`config.mk`:
```
export PLATFORM = sky130hd
export DESIGN_NAME = fb_write_arbiter
export DESIGN_NICKNAME = d
export VERILOG_FILES = /design/src/rtl/fb_write_arbiter.sv
export SDC_FILE = /design/constraint.sdc
export NUM_CORES = 1
export LEC_CHECK = 0
export CORE_MARGIN = 10
export CORE_UTILIZATION = 30
export DETAILED_ROUTE_END_ITERATION = 16
export GPL_TIMING_DRIVEN = 0
export PLACE_DENSITY = 0.94
export REMOVE_ABC_BUFFERS = 1
export SLEW_MARGIN = 25
export SYNTH_ARGS = -nofsm -noshare
export SYNTH_HDL_FRONTEND = slang
export SYNTH_SLANG_ARGS = --single-unit
```
`constraint.sdc`:
```
create_clock -name clk50 -period 1 [get_ports clk50]
set_input_delay 0.1 -clock clk50 [delete_from_list [all_inputs] [get_ports clk50]]
set_output_delay 0.1 -clock clk50 [all_outputs]
set_load 0.05 [all_outputs]
```
`src/rtl/fb_write_arbiter.sv`:
```
// fb_write_arbiter: round-robin arbiter between CPU stores and a fill engine onto one registered framebuffer write port (clk50, rst, cpu_*, fill_*, fb_*); fill engine and arbitration are built only with FB_ARB_FILL_EN, otherwise CPU writes pass through.
module fb_write_arbiter #(
  parameter int ADDR_W = 12,
  parameter int DATA_W = 8
) (
  input  logic              clk50,
  input  logic              rst,
  input  logic              cpu_we,
  input  logic [ADDR_W-1:0] cpu_addr,
  input  logic [DATA_W-1:0] cpu_data,
  output logic              cpu_ready,
  input  logic              fill_start,
  input  logic [ADDR_W-1:0] fill_base,
  input  logic [ADDR_W:0]   fill_count,
  input  logic [DATA_W-1:0] fill_value,
  output logic              fill_busy,
  output logic              fill_done,
  output logic [ADDR_W-1:0] fb_addr,
  output logic [DATA_W-1:0] fb_data,
  output logic              fb_we
);
  logic              cpu_grant, fill_grant;
  logic [ADDR_W-1:0] ptr;
  logic [DATA_W-1:0] val;
`ifdef FB_ARB_FILL_EN
  typedef enum logic {IDLE, RUN} state_t;
  state_t          state, state_nx;
  logic [ADDR_W:0] rem;
  logic            last;
  always_comb begin
    fill_busy  = state == RUN;
    cpu_ready  = !fill_busy || last;
    cpu_grant  = cpu_we && cpu_ready;
    fill_grant = fill_busy && !cpu_grant;
    state_nx   = (state == IDLE) ? ((fill_start && fill_count != '0) ? RUN : IDLE)
                                 : ((fill_grant && rem == (ADDR_W+1)'(1)) ? IDLE : RUN);
  end
  always_ff @(posedge clk50) begin
    if (rst) begin
      state     <= IDLE;
      last      <= 1'b1;
      fill_done <= 1'b0;
      ptr       <= '0;
      rem       <= '0;
      val       <= '0;
    end else begin
      state     <= state_nx;
      fill_done <= (state == IDLE && fill_start && fill_count == '0) ||
                   (fill_grant && rem == (ADDR_W+1)'(1));
      if (state == IDLE && fill_start) begin
        ptr <= fill_base;
        rem <= fill_count;
        val <= fill_value;
      end else if (fill_grant) begin
        ptr <= ptr + ADDR_W'(1);
        rem <= rem - (ADDR_W+1)'(1);
      end
      if (cpu_we && fill_busy) last <= !cpu_grant;
    end
  end
`else
  logic unused_fill;
  assign unused_fill = ^{fill_start, fill_base, fill_count, fill_value};
  assign fill_busy   = 1'b0;
  assign fill_done   = 1'b0;
  assign cpu_ready   = 1'b1;
  assign cpu_grant   = cpu_we;
  assign fill_grant  = 1'b0;
  assign ptr         = '0;
  assign val         = '0;
`endif
  always_ff @(posedge clk50) begin
    if (rst) begin
      fb_we   <= 1'b0;
      fb_addr <= '0;
      fb_data <= '0;
    end else begin
      fb_we <= cpu_grant || fill_grant;
      if (cpu_grant || fill_grant) begin
        fb_addr <= cpu_grant ? cpu_addr : ptr;
        fb_data <= cpu_grant ? cpu_data : val;
      end
    end
  end
endmodule

```
==> results_dict.tcl, run 1 <==
set metrics [dict create \
    die_h_um 71.3 \
    required_ns 0.90 \
    drt-pass1-iter-count 4 \
    critPathMaxFanout 2 \
    hold_class "input port to flip-flop" \
    final_nets 170 \
    setup-violations-final 0 \
    die_area_sq_um 5090 \
    hpwl_mm 1.57 \
    yosysMostFrequentCell "dfxtp_1" \
    io_buffers 43 \
    path_class "flip-flop to output pin" \
    ctsHtreeMaxLevel 1 \
    placed_area_sq_um 1180 \
    synthArstFlopShare 0 \
    syn-instance-count 72 \
    whs_ns 0.372 \
    min_period_ns 0.941 \
    synth_flop_cell "dfxtp_1" \
    dr.first_iter.drc_count 43 \
    clockBufferDepth 2 \
    antenna_cells 0 \
    crit_slowest_cell "dfxtp_1" \
    fp.coreArea_sq_um 2500 \
    min_period_over_period 0.941 \
    tightest_slew_ns 0.696 \
    synth_area_leaders "dfxtp_1 53%, mux2i_1 25%, nor2_1 9.5%" \
    final_area_sq_um 1170 \
    crit_chain "buf_4" \
    drtAntennaViolNets 0 \
    synth-edff-count 0 \
    slowest_delay_ns 0.35 \
    drc_errors 0 \
    status "finished clean" \
    ys_types 9 \
    cts-root-buf "clkbuf_4" \
    wl_mm 1.96 \
    vias_per_cell 4.23 \
    cts-buffers-inserted 3 \
    grt_pass1_wl_mm 3.13 \
    num_rows 18 \
    powerDensity_nw_per_um2 1500 \
    netlist_area_sq_um 791 \
    synthTopCellsByCount "21 x dfxtp_1, 20 x mux2i_1, 20 x nor2_1" \
    vdd_ir_drop_max_v 0.000841 \
    insertion_delay_ns 0.28 \
    vias 601 \
    synth.top_cell.area_share 0.532 \
    ys_seq_elements 21 \
    cts_tree "built" \
    chipWidth_um 71.3 \
    worst_setup_path_end_kind "output pin" \
    leakage_uw 0.000558 \
    route.detailed.wl_per_inst_um 13.8 \
    yosys_warnings 0 \
    yosysTopAreaCell "dfxtp_1" \
    cap_violations 0 \
    synth_area_per_cell_sq_um 11.0 \
    cp_top_family "flip-flops" \
    startpoint_type "flip-flop" \
    io_pins 81 \
    hold_viol 0 \
    layout-drive-gt1-share 0.223 \
    worst_ep_arrival_time_ns 0.84 \
    gr-total-overflow 0 \
    hold_buffers 0 \
    fillers 236 \
    antenna_found_initial 0 \
    grt.total_usage 0.0736 \
    path_clk_slew_ns 0.11 \
    cp_num_buf_inv 1 \
    syn_to_final_growth_pct 48.6 \
    fin_worst_skew_ns 0 \
    maxClockFrequency_mhz 1060 \
    cts.sink_count 21 \
    grt_max_degree 22 \
    grt_pass1_vias 632 \
    slew_viol_final 0 \
    start_util 0.316 \
    relSlewSlack 0.536 \
    place_congestion 0.702 \
    seq_area_frac_synth 0.532 \
    grt_setup_unrepaired "no" \
]
==> cell families after synthesis <==
family | synth area share
other | 0.00950
DFF | 0.532
muxes | 0.253
buffers and inverters | 0.103
and+or+nand+nor | 0.103
==> path summary, 6_finish.rpt <==
| check | startpoint | to | slack [ns] | cells after the start |
|---|---|---|---|---|
| worst max-delay path | fb_addr[6]$_SDFFE_PP0P_ | fb_addr[6] | 0.06 | 1 |
| worst min-delay path | cpu_we | fb_we$_SDFF_PP0_ | 0.37 | 2 |
| worst max register to register | fb_addr[1]$_SDFFE_PP0P_ | fb_addr[1]$_SDFFE_PP0P_ | 0.33 | 2 |
| worst min register to register | fb_addr[3]$_SDFFE_PP0P_ | fb_addr[3]$_SDFFE_PP0P_ | 0.50 | 2 |
==> layer usage <==
| metal | routed length (um) | vias up | global-route usage |
|---|---|---|---|
| met3 | 255 | 0 | 0.0441 |
| li1 | - | 303 | - |
| met4 | 0 | 0 | 0.0129 |
| met1 | 739 | 270 | 0.0777 |
| met2 | 967 | 28 | 0.125 |
| met5 | 0 | - | 0 |
==> layout make-up <==
cell class,instances,area [sq um],area share
clock buffer,4,26.3,0.0224
multi-input combinational,44,293,0.249
sequential,21,420,0.358
tap,30,37.5,0.0319
timing repair buffer,43,398,0.339
==> where the power goes <==
group / internal [uW] / switching [uW]
sequential: 886 / 27.4
combinational: 189 / 288
clock: 155 / 222
total: 1230 / 537
==> timing repair <==
action	in CTS	in global routing
gates resized for setup	126	8
setup buffers	0	0
setup endpoints to repair	29	8
==> registers in the layout (all words and copies together), names as in the netlist <==
| register | count |
|---|---|
| fb_addr | 12 |
| fb_data | 8 |
| fb_we | 1 |
==> metrics by stage <==
step | util | setup TNS (ns) | std cells | setup WS [ns] | power, uW
3_5_place_dp | 0.470 | -11.41 | 138 | -0.342 | 1420
3_3_place_gp | 0.472 | -21.59 | 138 | -0.829 | 1410
2_1_floorplan | - | 0 | 65 | 0.118 | 1190
4_1_cts | 0.458 | 0 | 142 | 0.0237 | 1800
5_1_grt | 0.470 | 0 | 142 | 0.00368 | 1880
6_report | 0.470 | 0 | 142 | 0.0593 | 1770
==> cells in the final DEF (no fill, tap or decap) <==
cell / Yosys / layout
dfxtp_1: 21 / 21
mux2i_1: 20 / 20
nor2_1: 20 / 20
clkdlybuf4s50_1: 0 / 20
buf_4: 3 / 13
buf_6: 1 / 7
clkbuf_4: 0 / 4
conb_1: 2 / 3
nor2b_1: 1 / 1
clkbuf_1: 2 / 1
buf_2: 0 / 1
dlygate4sd2_1: 0 / 1
Note: power is estimated with default switching activity, not from simulation.
==> run 2, diff against run 1 <==
- CTS_BUF_LIST: default -> sky130_fd_sc_hd__clkbuf_4 sky130_fd_sc_hd__clkbuf_8 sky130_fd_sc_hd__clkbuf_16
==> results_dict.tcl, run 2 (synthesis gave the netlist of run 1 again) <==
set metrics [dict create \
    status "finished clean" \
    grt_max_degree 22 \
    tightest_slew_ns 0.697 \
    maxClockFrequency_mhz 1060 \
    reg_top3 "fb_addr: 12 flops, fb_data: 8 flops, fb_we: 1 flops" \
    die_area_sq_um 5090 \
    drc_errors 0 \
    multi_input_comb_area_sq_um 293 \
    internal-power_uw 1260 \
    path_class "flip-flop to output pin" \
    fillers 233 \
    dr.first_iter.drc_count 45 \
    cts.sink_count 21 \
    final_cell_mix "21 x dfxtp_1, 20 x mux2i_1, 20 x nor2_1, 20 x clkdlybuf4s50_1, 13 x buf_4" \
    ctsHtreeMaxLevel 1 \
    largest_register_ffs 12 \
    worstHoldStart "cpu_we" \
    chipWidth_um 71.3 \
    p_switching_uw 538 \
    cp_top_family "flip-flops" \
    slowest_delay_ns 0.35 \
    hpwl_mm 1.57 \
    path_clk_slew_ns 0.11 \
    syn_to_final_growth_pct 49.1 \
    crit_chain "buf_4" \
    drtAntennaViolNets 0 \
    setup-violations-final 0 \
    required_ns 0.90 \
    final_common_cell "dfxtp_1" \
    combPwrFrac 0.266 \
    slew_viol_final 0 \
    seqCellArea_sq_um 420 \
    regMostFlops "fb_addr" \
    grt.total_usage 0.0734 \
    grt_setup_unrepaired "no" \
    vdd_ir_drop_max_v 0.000823 \
    cp_num_buf_inv 1 \
    cap_violations 0 \
    grt_pass1_vias 639 \
    p_seq_frac 0.509 \
    io_pins 81 \
    relSlewSlack 0.535 \
    fp.coreArea_sq_um 2500 \
    fin_tns_setup_ns 0 \
    hold_class "input port to flip-flop" \
    powerDensity_nw_per_um2 1520 \
    insertion_delay_ns 0.28 \
    wl_mm 1.95 \
    antenna_found_initial 0 \
    fin_worst_skew_ns 0 \
    worst_ep_arrival_time_ns 0.84 \
    switching_share 0.300 \
    drt-pass1-iter-count 4 \
    hold_buffers 0 \
    final_nets 170 \
    io_buffers 43 \
    hold_viol 0 \
    antenna_cells 0 \
    whs_endpoint "fb_we$_SDFF_PP0_" \
    cts-buffers-inserted 3 \
    route.detailed.wl_per_inst_um 13.7 \
    p_clk_frac 0.225 \
    leakage_uw 0.000561 \
    final_area_sq_um 1180 \
    crit_slowest_cell "dfxtp_1" \
    r2r_end "fb_addr[0]$_SDFFE_PP0P_" \
    min_period_over_period 0.940 \
    reg2reg_depth 2 \
    critPathMaxFanout 2 \
    die_h_um 71.3 \
    r2r_setup_slack_ns 0.34 \
    cts_tree "built" \
    startpoint_type "flip-flop" \
    min_period_ns 0.940 \
    hold_depth 2 \
    vias 605 \
    vias_per_cell 4.26 \
    layout-drive-gt1-share 0.232 \
    gr-total-overflow 0 \
    num_rows 18 \
    placed_area_sq_um 1180 \
    start_util 0.316 \
    place_congestion 0.702 \
    grt_pass1_wl_mm 3.13 \
    worst_setup_path_end_kind "output pin" \
    r2r-start "fb_addr[0]$_SDFFE_PP0P_" \
    cts-root-buf "clkbuf_4" \
    clockBufferDepth 2 \
]
run 2: how the worst max path moves through the flow:
| stage | endpoint | cells past startpoint | slack [ns] | start |
|---|---|---|---|---|
| 2_1_floorplan | fb_addr[0]$_SDFFE_PP0P_ | 2 | 0.12 | fb_addr[0]$_SDFFE_PP0P_ |
| 3_3_place_gp | fb_data[0]$_SDFFE_PP0P_ | 3 | -0.83 | cpu_we |
| 3_5_place_dp | fb_addr[9]$_SDFFE_PP0P_ | 2 | -0.34 | rst |
| 4_1_cts | fb_we | 1 | 0.02 | fb_we$_SDFF_PP0_ |
| 5_1_grt | fb_data[6] | 1 | 0.002 | fb_data[6]$_SDFFE_PP0P_ |
| 6_report | fb_addr[6] | 1 | 0.06 | fb_addr[6]$_SDFFE_PP0P_ |
run 2: layout make-up:
cell class              instances  area share
flip-flops and latches         21       0.357
multi-input cells              44       0.248
well taps                      30      0.0318
repair buffers                 43       0.338
clock buffers                   4      0.0255
run 2: per-stage QoR:
step,setup WS [ns],instances,total power (uW),hold WS (ns),utilization
finish,0.0604,142,1800,0.367,0.471
global route,0.00241,142,1910,0.372,0.471
CTS,0.0208,142,1830,0.359,0.460
detailed placement,-0.342,138,1420,0.481,0.470
global placement,-0.829,138,1410,0.472,0.472
floorplan,0.118,65,1190,0.172,-
run 2: per-layer routing:
| metal | wire length (um) | GRT usage | vias up |
|---|---|---|---|
| li1 | - | - | 303 |
| met1 | 723 | 0.0769 | 274 |
| met2 | 968 | 0.125 | 28 |
| met3 | 255 | 0.0441 | 0 |
| met4 | 0 | 0.0129 | 0 |
| met5 | 0 | 0 | - |
run 2: power by group through the flow:
stage               logic [uW]  registers [uW]  clock network [uW]
CTS                        473             911                 441
detailed placement         491             929                   0
global placement           488             925                   0
global route               506             921                 481
floorplan                 92.9            1100                   0
finish                     477             913                 405
run 2: repair_timing:
action | 4_1_cts | 5_1_grt
setup buffers | 0 | 0
resized for setup | 126 | 8
setup endpoints to repair | 27 | 8
